[src/rtl/ps2_kbd_rx.sv]
// PS/2 keyboard receiver: synchronises, deframes and parity-checks scan codes into a FIFO.
// Optional PS2_BREAK_FILTER_EN drops F0 and the break code that follows it.
module ps2_kbd_rx #(
  parameter int FIFO_DEPTH = 8,
  parameter int TIMEOUT    = 50000
) (
  input  logic       clk,
  input  logic       rst,
  input  logic       ps2_clk,
  input  logic       ps2_data,
  input  logic       ps2_rd,
  output logic [7:0] key,
  output logic       ps2_ready,
  output logic       overflow,
  output logic       frame_err
);

  localparam int AW = $clog2(FIFO_DEPTH);
  localparam int CW = AW + 1;
  localparam int TW = $clog2(TIMEOUT + 1);

  typedef enum logic [1:0] {IDLE, DATA, PARITY, STOP} state_t;

  state_t        state_q, state_d;
  logic [2:0]    clk_sync_q, clk_sync_d;
  logic [2:0]    dat_sync_q, dat_sync_d;
  logic [2:0]    bit_cnt_q, bit_cnt_d;
  logic [7:0]    shift_q, shift_d;
  logic          par_q, par_d;
  logic [TW-1:0] to_q, to_d;
  logic          frame_err_q, frame_err_d;
  logic          overflow_q, overflow_d;
  logic          rd_prev_q, rd_prev_d;
  logic [AW-1:0] wr_ptr_q, wr_ptr_d;
  logic [AW-1:0] rd_ptr_q, rd_ptr_d;
  logic [CW-1:0] count_q, count_d;
  logic [7:0]    mem_q [FIFO_DEPTH];

  logic fall, din, good, err, push, pop_req, pop, full, wr;

`ifdef PS2_BREAK_FILTER_EN
  logic skip_q, skip_d;
`endif

  assign fall = (clk_sync_q[2:1] == 2'b10);
  assign din  = dat_sync_q[1];

  always_comb begin
    clk_sync_d = {clk_sync_q[1:0], ps2_clk};
    dat_sync_d = {dat_sync_q[1:0], ps2_data};
    state_d    = state_q;
    bit_cnt_d  = bit_cnt_q;
    shift_d    = shift_q;
    par_d      = par_q;
    good       = 1'b0;
    err        = 1'b0;
    unique case (state_q)
      IDLE: begin
        if (fall && !din) begin
          state_d   = DATA;
          bit_cnt_d = 3'd0;
        end
      end
      DATA: begin
        if (fall) begin
          shift_d   = {din, shift_q[7:1]};
          bit_cnt_d = bit_cnt_q + 3'd1;
          if (bit_cnt_q == 3'd7) state_d = PARITY;
        end
      end
      PARITY: begin
        if (fall) begin
          par_d   = din;
          state_d = STOP;
        end
      end
      STOP: begin
        if (fall) begin
          state_d = IDLE;
          if (din && (^{shift_q, par_q})) good = 1'b1;
          else err = 1'b1;
        end
      end
      default: state_d = IDLE;
    endcase
    // A stalled device abandons the partial frame
    if (state_q == IDLE || fall) begin
      to_d = '0;
    end else if (to_q == TW'(TIMEOUT - 1)) begin
      to_d    = '0;
      state_d = IDLE;
      err     = 1'b1;
    end else begin
      to_d = to_q + TW'(1);
    end
    frame_err_d = err;
  end

`ifdef PS2_BREAK_FILTER_EN
  always_comb begin
    skip_d = skip_q;
    push   = 1'b0;
    if (err) begin
      skip_d = 1'b0;
    end else if (good) begin
      if (shift_q == 8'hF0) skip_d = 1'b1;
      else if (skip_q)      skip_d = 1'b0;
      else                  push   = 1'b1;
    end
  end
`else
  assign push = good;
`endif

  always_comb begin
    rd_prev_d  = ps2_rd;
    pop_req    = ps2_rd & ~rd_prev_q;
    full       = (count_q == CW'(FIFO_DEPTH));
    pop        = pop_req && (count_q != '0);
    wr         = push && (!full || pop);
    wr_ptr_d   = wr  ? wr_ptr_q + AW'(1) : wr_ptr_q;
    rd_ptr_d   = pop ? rd_ptr_q + AW'(1) : rd_ptr_q;
    count_d    = count_q;
    if (wr && !pop)      count_d = count_q + CW'(1);
    else if (pop && !wr) count_d = count_q - CW'(1);
    overflow_d = overflow_q;
    if (push && full && !pop) overflow_d = 1'b1;
    else if (pop_req)         overflow_d = 1'b0;
  end

  always_ff @(posedge clk or posedge rst) begin
    if (rst) begin
      state_q     <= IDLE;
      clk_sync_q  <= 3'b111;
      dat_sync_q  <= 3'b111;
      bit_cnt_q   <= '0;
      shift_q     <= '0;
      par_q       <= 1'b0;
      to_q        <= '0;
      frame_err_q <= 1'b0;
      overflow_q  <= 1'b0;
      rd_prev_q   <= 1'b0;
      wr_ptr_q    <= '0;
      rd_ptr_q    <= '0;
      count_q     <= '0;
`ifdef PS2_BREAK_FILTER_EN
      skip_q      <= 1'b0;
`endif
    end else begin
      state_q     <= state_d;
      clk_sync_q  <= clk_sync_d;
      dat_sync_q  <= dat_sync_d;
      bit_cnt_q   <= bit_cnt_d;
      shift_q     <= shift_d;
      par_q       <= par_d;
      to_q        <= to_d;
      frame_err_q <= frame_err_d;
      overflow_q  <= overflow_d;
      rd_prev_q   <= rd_prev_d;
      wr_ptr_q    <= wr_ptr_d;
      rd_ptr_q    <= rd_ptr_d;
      count_q     <= count_d;
`ifdef PS2_BREAK_FILTER_EN
      skip_q      <= skip_d;
`endif
    end
  end

  always_ff @(posedge clk) begin
    if (wr) mem_q[wr_ptr_q] <= shift_q;
  end

  assign key       = (count_q != '0) ? mem_q[rd_ptr_q] : 8'h00;
  assign ps2_ready = (count_q != '0);
  assign overflow  = overflow_q;
  assign frame_err = frame_err_q;

endmodule

[config.mk]
export PLATFORM = sky130hd
export DESIGN_NAME = ps2_kbd_rx
export DESIGN_NICKNAME = d
export VERILOG_FILES = /design/src/rtl/ps2_kbd_rx.sv
export SDC_FILE = /design/constraint.sdc
export NUM_CORES = 1
export LEC_CHECK = 0
export CORE_ASPECT_RATIO = 1.5
export CORE_MARGIN = 1
export CORE_UTILIZATION = 55
export DETAILED_ROUTE_END_ITERATION = 16
export PLACE_DENSITY = 0.77
export SYNTH_ARGS = -nofsm -noshare
export SYNTH_HDL_FRONTEND = slang
export SYNTH_SLANG_ARGS = --single-unit
[constraint.sdc]
create_clock -name clk -period 3.8 [get_ports clk]
set_clock_uncertainty 0.05 [all_clocks]
set_input_delay 0.76 -clock clk [delete_from_list [all_inputs] [get_ports clk]]
set_output_delay 0.76 -clock clk [all_outputs]
set_load 0.02 [all_outputs]
==> flow_metrics.env, run 1 <==
export IMPL_outcome="complete, no violations"
export IMPL_tightest_slew_ns=0.958
export IMPL_place_congestion=0.768
export IMPL_ys_warn_count=0
export IMPL_cts_resized=0
export IMPL_synthDistinctLibCells=41
export IMPL_hold_buffers=0
export IMPL_layout_nets=348
export IMPL_gr_total_overflow=0
export IMPL_fin_area_um2=5360
export IMPL_avgSynthCellArea_um2=15.4
export IMPL_cts_root_buf="clkbuf_16"
export IMPL_cp_start_kind="flop"
export IMPL_grt_antenna_before_repair=0
export IMPL_drt_vias_per_instance=5.57
export IMPL_dpl_cell_area_um2=5040
export IMPL_core_um2=8360
export IMPL_slew_headroom=0.360
export IMPL_syn_area_um2=4720
export IMPL_critical_path_class="reg2out"
export IMPL_min_delay_path_depth=0
export IMPL_grt_pass1_vias=2716
export IMPL_cts_setup_buffers=0
export IMPL_power_density_nw_per_um2=751
export IMPL_synth_seq_cells=112
export IMPL_rows=41
export IMPL_fin_util=0.641
export IMPL_seq_area_frac_synth=0.663
export IMPL_wl_per_cell_um=17.5
export IMPL_cap_violations=0
export IMPL_p_total_mw=4.03
export IMPL_cp_end_kind="primary output"
export IMPL_multi_input_area_um2=1520
export IMPL_hold_slack_ns=0.308
export IMPL_leakagePower_nw=2.05
export IMPL_max_freq_ghz=0.308
export IMPL_clkSinkCount=112
export IMPL_crit_arrival_ns=2.44
export IMPL_initial_core_util=0.565
export IMPL_setup_tns_final_ns=0
export IMPL_io_buffers=15
export IMPL_final_max_slew_viol_count=0
export IMPL_period_share=0.854
export IMPL_cts_buffers=9
export IMPL_fp_dieArea_um2=8970
export IMPL_yosysTopAreaCell="edfxtp_1"
export IMPL_cp_required_ns=2.99
export IMPL_path_clk_slew_ns=0.07
export IMPL_cts_buffer_depth=2
export IMPL_ff_latch_area_um2=3130
export IMPL_drive_above_1_share=0.192
export IMPL_rsz0062_at_grt="false"
export IMPL_grt_max_degree=49
export IMPL_hp_start="dat_sync_q[0]$_DFF_PP1_"
export IMPL_r2r_setup_slack_ns=0.78
export IMPL_finalSetupViolCount=0
export IMPL_grt_usage=0.204
export IMPL_dieHeight_um=115
export IMPL_drt_total_wl_mm=7.80
export IMPL_grt_pass1_wl_mm=13.2
export IMPL_cts_tree="done"
export IMPL_r2r_cells=13
export IMPL_postRouteAntennaNets=0
export IMPL_syn_to_final_growth_pct=13.5
export IMPL_synth_area_top_cells="edfxtp_1, dfrtp_1, mux4_2, mux2_2, dfstp_2"
export IMPL_die_x_um=77.7
export IMPL_cp_max_fo=18
export IMPL_ir_drop_mv=0.390
export IMPL_n_antenna_cell=0
export IMPL_dpl_hpwl_mm=5.15
export IMPL_hold_path_class="reg2reg"
export IMPL_drc=0
export IMPL_dr_pass1_iters=4
export IMPL_drtIter0Drc=115
export IMPL_period_needed_ns=3.25
export IMPL_worst_skew_pair_late_latency_ns=0.34
export IMPL_fillers=592
export IMPL_syn_nets=320
export IMPL_htreeDepth=3
export IMPL_ios=16
export IMPL_hold_violations=0
export IMPL_r2r_end="count_q[3]$_DFFE_PP0P_"
export IMPL_r2r_start="shift_q[5]$_DFFE_PP0P_"
export IMPL_netlist_instances=306
export IMPL_dr_total_vias=2486
export IMPL_yosysTopAreaCellShare=0.407
export IMPL_min_to="dat_sync_q[1]$_DFF_PP1_"
layout make-up:
type | count | area share
multi-input combinational | 177 | 0.284
timing repair buffer | 25 | 0.0420
sequential | 112 | 0.584
clock buffer | 10 | 0.0427
inverter | 9 | 0.00631
tap | 107 | 0.0250
clock inverter | 6 | 0.0156
power by group:
part	leakage, nW	total [mW]	internal [mW]	switching, mW
clock network	0.142	0.964	0.573	0.391
registers	1.18	1.80	1.52	0.283
logic	0.721	1.26	0.693	0.570
total	2.05	4.03	2.78	1.24
cells in the final DEF (no fill, tap or decap), drive strengths merged, types with 4 or more instances in the layout:
master          n
nand2b          5
ha              8
clkbuf         10
o21ai           4
dfrtp          43
dfstp           5
xor2           14
edfxtp         64
buf            10
mux2           13
xnor2          14
nand2          12
mux4           16
nor4            4
mux2i           8
clkdlybuf4s50  15
inv             9
nand3          13
nor3            8
nor2           34
worst max-delay path, cell delays in order, from the launching register on:
cell and delay (ns):
dfrtp_1 0.86, mux4_2 0.42, mux2i_1 0.22, nor2_1 0.06, clkdlybuf4s50_1 0.53
registers in the layout, indices dropped and copies added, names as in the netlist, 3 cells and up:
signal / count
wr_ptr_q: 3
bit_cnt_q: 3
count_q: 4
shift_q: 8
mem_q: 64
clk_sync_q: 3
rd_ptr_q: 3
to_q: 16
cells in the mapped netlist:
master,instances
ha_1,8
nand3_1,13
buf_1,1
xnor2_1,12
and3_1,2
edfxtp_1,64
nor4_1,3
nand4_1,3
a211oi_1,1
a22o_1,2
nor3b_1,1
fa_1,1
o21ai_0,4
a21o_1,1
mux4_2,16
nor2b_1,3
xnor3_2,1
nand2b_1,5
or3_1,1
dfrtp_1,43
a21oi_1,3
mux2_4,1
xnor2_2,1
xor2_1,14
nand2_1,11
mux2i_1,8
nand2_4,1
or2_2,1
clkbuf_2,1
dfstp_2,5
or2_1,1
mux2_2,12
clkbuf_1,2
inv_1,9
buf_2,4
nor4_2,1
and4_1,2
nor2_1,34
xnor2_4,1
nor3_1,8
o211ai_1,1
routing by layer:
layer	track usage	part of all wire	up-vias	wire, µm
met5	0	0	-	0
met4	0.0855	0.014	0	113
met3	0.0417	0.033	9	257
met2	0.391	0.58	49	4500
met1	0.217	0.38	1250	2930
li1	-	-	1178	-
worst max path at each step:
stage / start / end / slack, ns / cells past startpoint
finish: rd_ptr_q[1]$_DFFE_PP0N_ / key[2] / 0.55 / 4
global route: rd_ptr_q[1]$_DFFE_PP0N_ / key[2] / 0.43 / 4
CTS: rd_ptr_q[1]$_DFFE_PP0N_ / key[2] / 0.48 / 4
detailed placement: ps2_rd / count_q[3]$_DFFE_PP0P_ / 0.47 / 14
global placement: ps2_rd / count_q[3]$_DFFE_PP0P_ / 0.53 / 14
floorplan: shift_q[5]$_DFFE_PP0P_ / count_q[3]$_DFFE_PP0P_ / 1.00 / 13
logic make-up (layout without fill, tap and decap cells):
kind of cell | count (synthesis) | after routing | synth area share
AO/OA/AOI/OAI | 12 | 12 | 0.0159
flip-flops | 112 | 112 | 0.663
XOR/XNOR | 29 | 29 | 0.0625
buffers and inverters | 17 | 50 | 0.0148
adder cells (fa/ha/maj) | 9 | 9 | 0.0254
multiplexers | 37 | 37 | 0.125
AND/OR/NAND/NOR | 90 | 90 | 0.0935
per-stage QoR:
| step | worst slack [ns] | cells |
|---|---|---|
| after detailed placement | 0.474 | 430 |
| after global placement | 0.534 | 430 |
| after global routing | 0.428 | 446 |
| final | 0.553 | 446 |
| after CTS | 0.484 | 446 |
| after floorplan | 1.00 | 306 |
Power figures use the tool's default switching activity.
==> inputs of run 2 (changes only) <==
Settings changed: GPL_TIMING_DRIVEN set to 0, TNS_END_PERCENT set to 30.
==> flow_metrics.env, run 2 (synthesis results as in run 1) <==
export IMPL_outcome="complete, no violations"
export IMPL_cts_setup_buffers=0
export IMPL_ff_latch_area_um2=3130
export IMPL_grt_usage=0.209
export IMPL_tightest_slew_ns=1.36
export IMPL_grt_pass1_vias=2654
export IMPL_power_frac_comb=0.333
export IMPL_max_freq_ghz=0.278
export IMPL_ir_drop_mv=0.466
export IMPL_core_um2=8360
export IMPL_hold_violations=0
export IMPL_htreeDepth=3
export IMPL_hold_slack_ns=0.303
export IMPL_period_share=0.948
export IMPL_finalSetupViolCount=0
export IMPL_cp_required_ns=2.99
export IMPL_fillers=589
export IMPL_largest_reg_flops=64
export IMPL_initial_core_util=0.565
export IMPL_hold_path_class="reg2reg"
export IMPL_leakagePower_nw=2.04
export IMPL_ios=16
export IMPL_dpl_hpwl_mm=5.60
export IMPL_io_buffers=15
export IMPL_layout_nets=348
export IMPL_rows=41
export IMPL_grt_pass1_wl_mm=13.5
export IMPL_p_total_mw=4.04
export IMPL_postRouteAntennaNets=0
export IMPL_die_x_um=77.7
export IMPL_cts_buffers=9
export IMPL_switching_share=0.321
export IMPL_fp_dieArea_um2=8970
export IMPL_clkPwrFrac=0.235
export IMPL_cp_start_kind="flop"
export IMPL_r2r_setup_slack_ns=0.58
export IMPL_period_needed_ns=3.60
export IMPL_dr_total_vias=2519
export IMPL_layout_commonest_cell="edfxtp_1"
export IMPL_drive_above_1_share=0.192
export IMPL_cts_tree="done"
export IMPL_worst_skew_pair_late_latency_ns=0.35
export IMPL_dr_pass1_iters=4
export IMPL_n_antenna_cell=0
export IMPL_critical_path_class="reg2out"
export IMPL_rsz0062_at_grt="false"
export IMPL_multi_input_area_um2=1530
export IMPL_cp_end_kind="primary output"
export IMPL_setup_tns_final_ns=0
export IMPL_dpl_cell_count=430
export IMPL_top_regs="mem_q: 64 flops, to_q: 16 flops, shift_q: 8 flops"
export IMPL_cp_common_cell="buf_2"
export IMPL_grt_max_degree=39
export IMPL_slowest_stage="clkdlybuf4s50_1"
export IMPL_cts_root_buf="clkbuf_16"
export IMPL_layout_common_cells="edfxtp_1, dfrtp_1, nor2_1, mux4_2, clkdlybuf4s50_1"
export IMPL_drt_total_wl_mm=7.97
export IMPL_gr_total_overflow=0
export IMPL_drc=0
export IMPL_power_density_nw_per_um2=755
export IMPL_cp_max_fo=10
export IMPL_drtIter0Drc=177
export IMPL_pre_cts_slack_ns=0.284
export IMPL_dieHeight_um=115
export IMPL_slew_headroom=0.0882
export IMPL_wl_per_cell_um=17.9
export IMPL_intPower_mw=2.74
export IMPL_clkSinkCount=112
export IMPL_drt_vias_per_instance=5.65
export IMPL_cap_violations=0
export IMPL_crit_arrival_ns=2.79
export IMPL_cp_cell_sequence="buf_2, buf_2, mux4_2, mux2i_1, nor2_1, clkdlybuf4s50_1"
export IMPL_final_max_slew_viol_count=0
export IMPL_regMostFlops="mem_q"
export IMPL_syn_to_final_growth_pct=13.1
export IMPL_slowest_delay_ns=0.57
export IMPL_path_clk_slew_ns=0.07
export IMPL_grt_antenna_before_repair=0
export IMPL_pwr_share_seq=0.431
export IMPL_place_congestion=0.791
export IMPL_switching_power_mw=1.30
export IMPL_final_cell_count_no_fill=446
export IMPL_fin_ws_ns=0.199
export IMPL_cts_buffer_depth=2
==> run 2: changes by cell type in the layout (fill, tap and decap cells not counted), sizes merged <==
| cell | before | now |
|---|---|---|
| inv | 9 | 13 |
| buf | 10 | 7 |
| clkbuf | 10 | 13 |
| clkinvlp | 3 | 1 |
| bufinv | 2 | 1 |
| clkinv | 1 | 0 |
==> run 2: layout make-up <==
class | instances | area share
multi-input cells | 177 | 0.286
flip-flops and latches | 112 | 0.586
repair buffers | 17 | 0.0333
well taps | 107 | 0.0251
clock buffers | 10 | 0.0429
plain buffers | 8 | 0.00703
inverters | 9 | 0.00632
clock inverters | 6 | 0.0136
==> run 2: path summary, 6_finish.rpt <==
kind,end,from,cells after the start
setup / recovery,key[0],rd_ptr_q[0]$_DFFE_PP0N_,6
hold / removal,clk_sync_q[1]$_DFF_PP1_,clk_sync_q[0]$_DFF_PP1_,0
setup reg to reg,mem_q[4][5]$_DFFE_PP_,shift_q[5]$_DFFE_PP0P_,5
hold reg to reg,clk_sync_q[1]$_DFF_PP1_,clk_sync_q[0]$_DFF_PP1_,0
max in group asynchronous,clk_sync_q[2]$_DFF_PP1_,rst,3
min in group asynchronous,count_q[3]$_DFFE_PP0P_,rst,2
==> run 2: timing repair <==
action / CTS / global route
setup endpoints to repair: 1 / 0
hold buffers: 0 / 0
gates resized for setup: 1 / 0
==> run 2: power by group through the flow <==
stage,clock (mW),sequential (mW),combinational [mW]
CTS,0.974,1.74,1.37
finish,0.949,1.74,1.35
detailed placement,0,1.76,1.36
floorplan,0,1.69,1.03
global placement,0,1.74,1.33
global route,1.01,1.77,1.46
==> run 2: routing by layer <==
metal / vias to the layer above / track usage / share of wire
met4: 0 / 0.104 / 0.026
li1: 1175 / - / -
met2: 63 / 0.390 / 0.56
met3: 15 / 0.0378 / 0.032
met5: - / 0 / 0
met1: 1266 / 0.228 / 0.38
==> run 2: critical path: cells and delay by family, from the launching register on <==
| family | cells | cell delay, ns |
|---|---|---|
| DFF | 1 | 0.35 |
| muxes | 2 | 0.77 |
| and+or+nand+nor | 1 | 0.07 |
| buffers and inverters | 3 | 1.25 |
==> run 2: metrics by stage <==
step	instance area [µm²]	utilization
2_1_floorplan	4720	-
3_3_place_gp	5010	0.599
3_5_place_dp	5040	0.603
4_1_cts	5340	0.639
5_1_grt	5340	0.639
6_report	5340	0.639
==> inputs of run 3 (changes only) <==
Settings changed: CAP_MARGIN set to 15, PLACE_DENSITY 0.77 to 0.81.
==> flow_metrics.env, run 3 (synthesis results as in run 1) <==
export IMPL_fin_util=0.641
export IMPL_dr_total_vias=2564
export IMPL_power_density_nw_per_um2=753
export IMPL_die_x_um=77.7
export IMPL_layout_commonest_cell="edfxtp_1"
export IMPL_postRouteAntennaNets=0
export IMPL_slew_headroom=0.300
export IMPL_syn_to_final_growth_pct=13.5
export IMPL_hold_violations=0
export IMPL_ir_drop_mv=0.476
export IMPL_final_max_slew_viol_count=0
export IMPL_drt_total_wl_mm=8.54
export IMPL_setup_tns_final_ns=0
export IMPL_cts_buffer_depth=2
export IMPL_dpl_hpwl_mm=5.48
export IMPL_period_needed_ns=3.55
export IMPL_max_freq_ghz=0.282
export IMPL_cts_tree="done"
export IMPL_largest_reg_flops=64
export IMPL_drc=0
export IMPL_min_to="clk_sync_q[1]$_DFF_PP1_"
export IMPL_drt_vias_per_instance=5.70
export IMPL_drtIter0Drc=134
export IMPL_critical_path_class="reg2out"
export IMPL_r2r_end="count_q[3]$_DFFE_PP0P_"
export IMPL_hp_start="clk_sync_q[0]$_DFF_PP1_"
export IMPL_cts_buffers=9
export IMPL_dieHeight_um=115
export IMPL_r2r_start="count_q[0]$_DFFE_PP0P_"
export IMPL_layout_common_cells="edfxtp_1, dfrtp_1, nor2_1, mux4_2, clkdlybuf4s50_1"
export IMPL_dr_pass1_iters=4
export IMPL_grt_pass1_wl_mm=13.4
export IMPL_crit_arrival_ns=2.74
export IMPL_io_buffers=15
export IMPL_grt_antenna_before_repair=0
export IMPL_r2r_setup_slack_ns=0.59
export IMPL_cp_max_fo=10
export IMPL_n_antenna_cell=0
export IMPL_clkSinkCount=112
export IMPL_cts_setup_buffers=0
export IMPL_cp_end_kind="primary output"
export IMPL_cp_required_ns=2.99
export IMPL_wl_per_cell_um=19.0
export IMPL_leakagePower_nw=2.06
export IMPL_path_clk_slew_ns=0.07
export IMPL_ios=16
export IMPL_cap_violations=0
export IMPL_initial_core_util=0.565
export IMPL_layout_nets=352
export IMPL_drive_above_1_share=0.201
export IMPL_gr_total_overflow=0
export IMPL_min_delay_path_depth=0
export IMPL_worst_skew_pair_late_latency_ns=0.35
export IMPL_core_um2=8360
export IMPL_regMostFlops="mem_q"
export IMPL_outcome="complete, no violations"
export IMPL_period_share=0.935
export IMPL_fillers=599
export IMPL_cts_root_buf="clkbuf_16"
export IMPL_grt_usage=0.210
export IMPL_rsz0062_at_grt="false"
export IMPL_rows=41
export IMPL_cp_start_kind="flop"
export IMPL_r2r_cells=11
export IMPL_fp_dieArea_um2=8970
export IMPL_hold_path_class="reg2reg"
export IMPL_grt_max_degree=39
export IMPL_tightest_slew_ns=1.04
export IMPL_grt_pass1_vias=2686
export IMPL_htreeDepth=3
export IMPL_place_congestion=0.786
export IMPL_top_regs="mem_q: 64 flops, to_q: 16 flops, shift_q: 8 flops"
export IMPL_finalSetupViolCount=0
run 3: cell types whose count changed in the layout (fill, tap and decap cells not counted):
cell	delta
buf_2	+1
clkbuf_2	+1
clkbuf_4	+1
clkinv_2	+1
inv_6	-2
buf_4	+1
clkinvlp_2	+1
run 3: timing repair:
| action | in CTS | in global routing |
|---|---|---|
| gates resized for setup | 1 | 1 |
| hold buffers | 0 | 0 |
| setup endpoints to repair | 1 | 1 |
run 3: layout make-up:
cell class	count	area (µm²)	share of cell area
sequential	112	3130	0.584
multi-input combinational	177	1530	0.285
clock buffer	10	229	0.0427
timing repair buffer	21	200	0.0373
tap	107	134	0.0250
clock inverter	6	65.1	0.0121
buffer	8	40.0	0.00747
inverter	9	33.8	0.00630
run 3: report_power, final:
| part | total (mW) | switching, mW | internal [mW] |
|---|---|---|---|
| sequential | 1.76 | 0.239 | 1.52 |
| combinational | 1.36 | 0.652 | 0.705 |
| clock | 0.921 | 0.408 | 0.513 |
run 3: worst max path at each step:
stage	to	slack, ns	startpoint
after floorplan	count_q[3]$_DFFE_PP0P_	1.00	shift_q[5]$_DFFE_PP0P_
after CTS	key[6]	0.09	rd_ptr_q[0]$_DFFE_PP0N_
after global routing	key[6]	0.09	rd_ptr_q[0]$_DFFE_PP0N_
final	key[6]	0.25	rd_ptr_q[0]$_DFFE_PP0N_
after global placement	mem_q[0][5]$_DFFE_PP_	0.14	ps2_rd
after detailed placement	mem_q[3][4]$_DFFE_PP_	0.32	ps2_rd
run 3: metrics by stage:
| stage | setup slack [ns] | total power, mW | std cells | instance area [µm²] | hold slack [ns] |
|---|---|---|---|---|---|
| final | 0.248 | 4.03 | 450 | 5360 | 0.308 |
| after global routing | 0.0871 | 4.22 | 450 | 5360 | 0.314 |
| after CTS | 0.0918 | 4.07 | 447 | 5340 | 0.308 |
| after detailed placement | 0.319 | 3.14 | 431 | 5040 | 0.297 |
| after global placement | 0.135 | 3.08 | 428 | 5010 | 0.296 |
| after floorplan | 1.00 | 2.72 | 306 | 4720 | 0.295 |
run 3: per-layer routing:
metal	track usage	up-vias	wire length [µm]
met5	0	-	0
met4	0.122	0	279
met3	0.0315	22	255
met2	0.412	61	5050
met1	0.207	1295	2950
li1	-	1186	-
run 3: worst max-delay path: stages (launching register included):
cell and delay [ns]:
dfrtp_1 0.35, buf_2 0.29, clkbuf_4 0.36, mux4_2 0.59, mux2i_1 0.15, nor2_1 0.06, clkdlybuf4s50_1 0.58
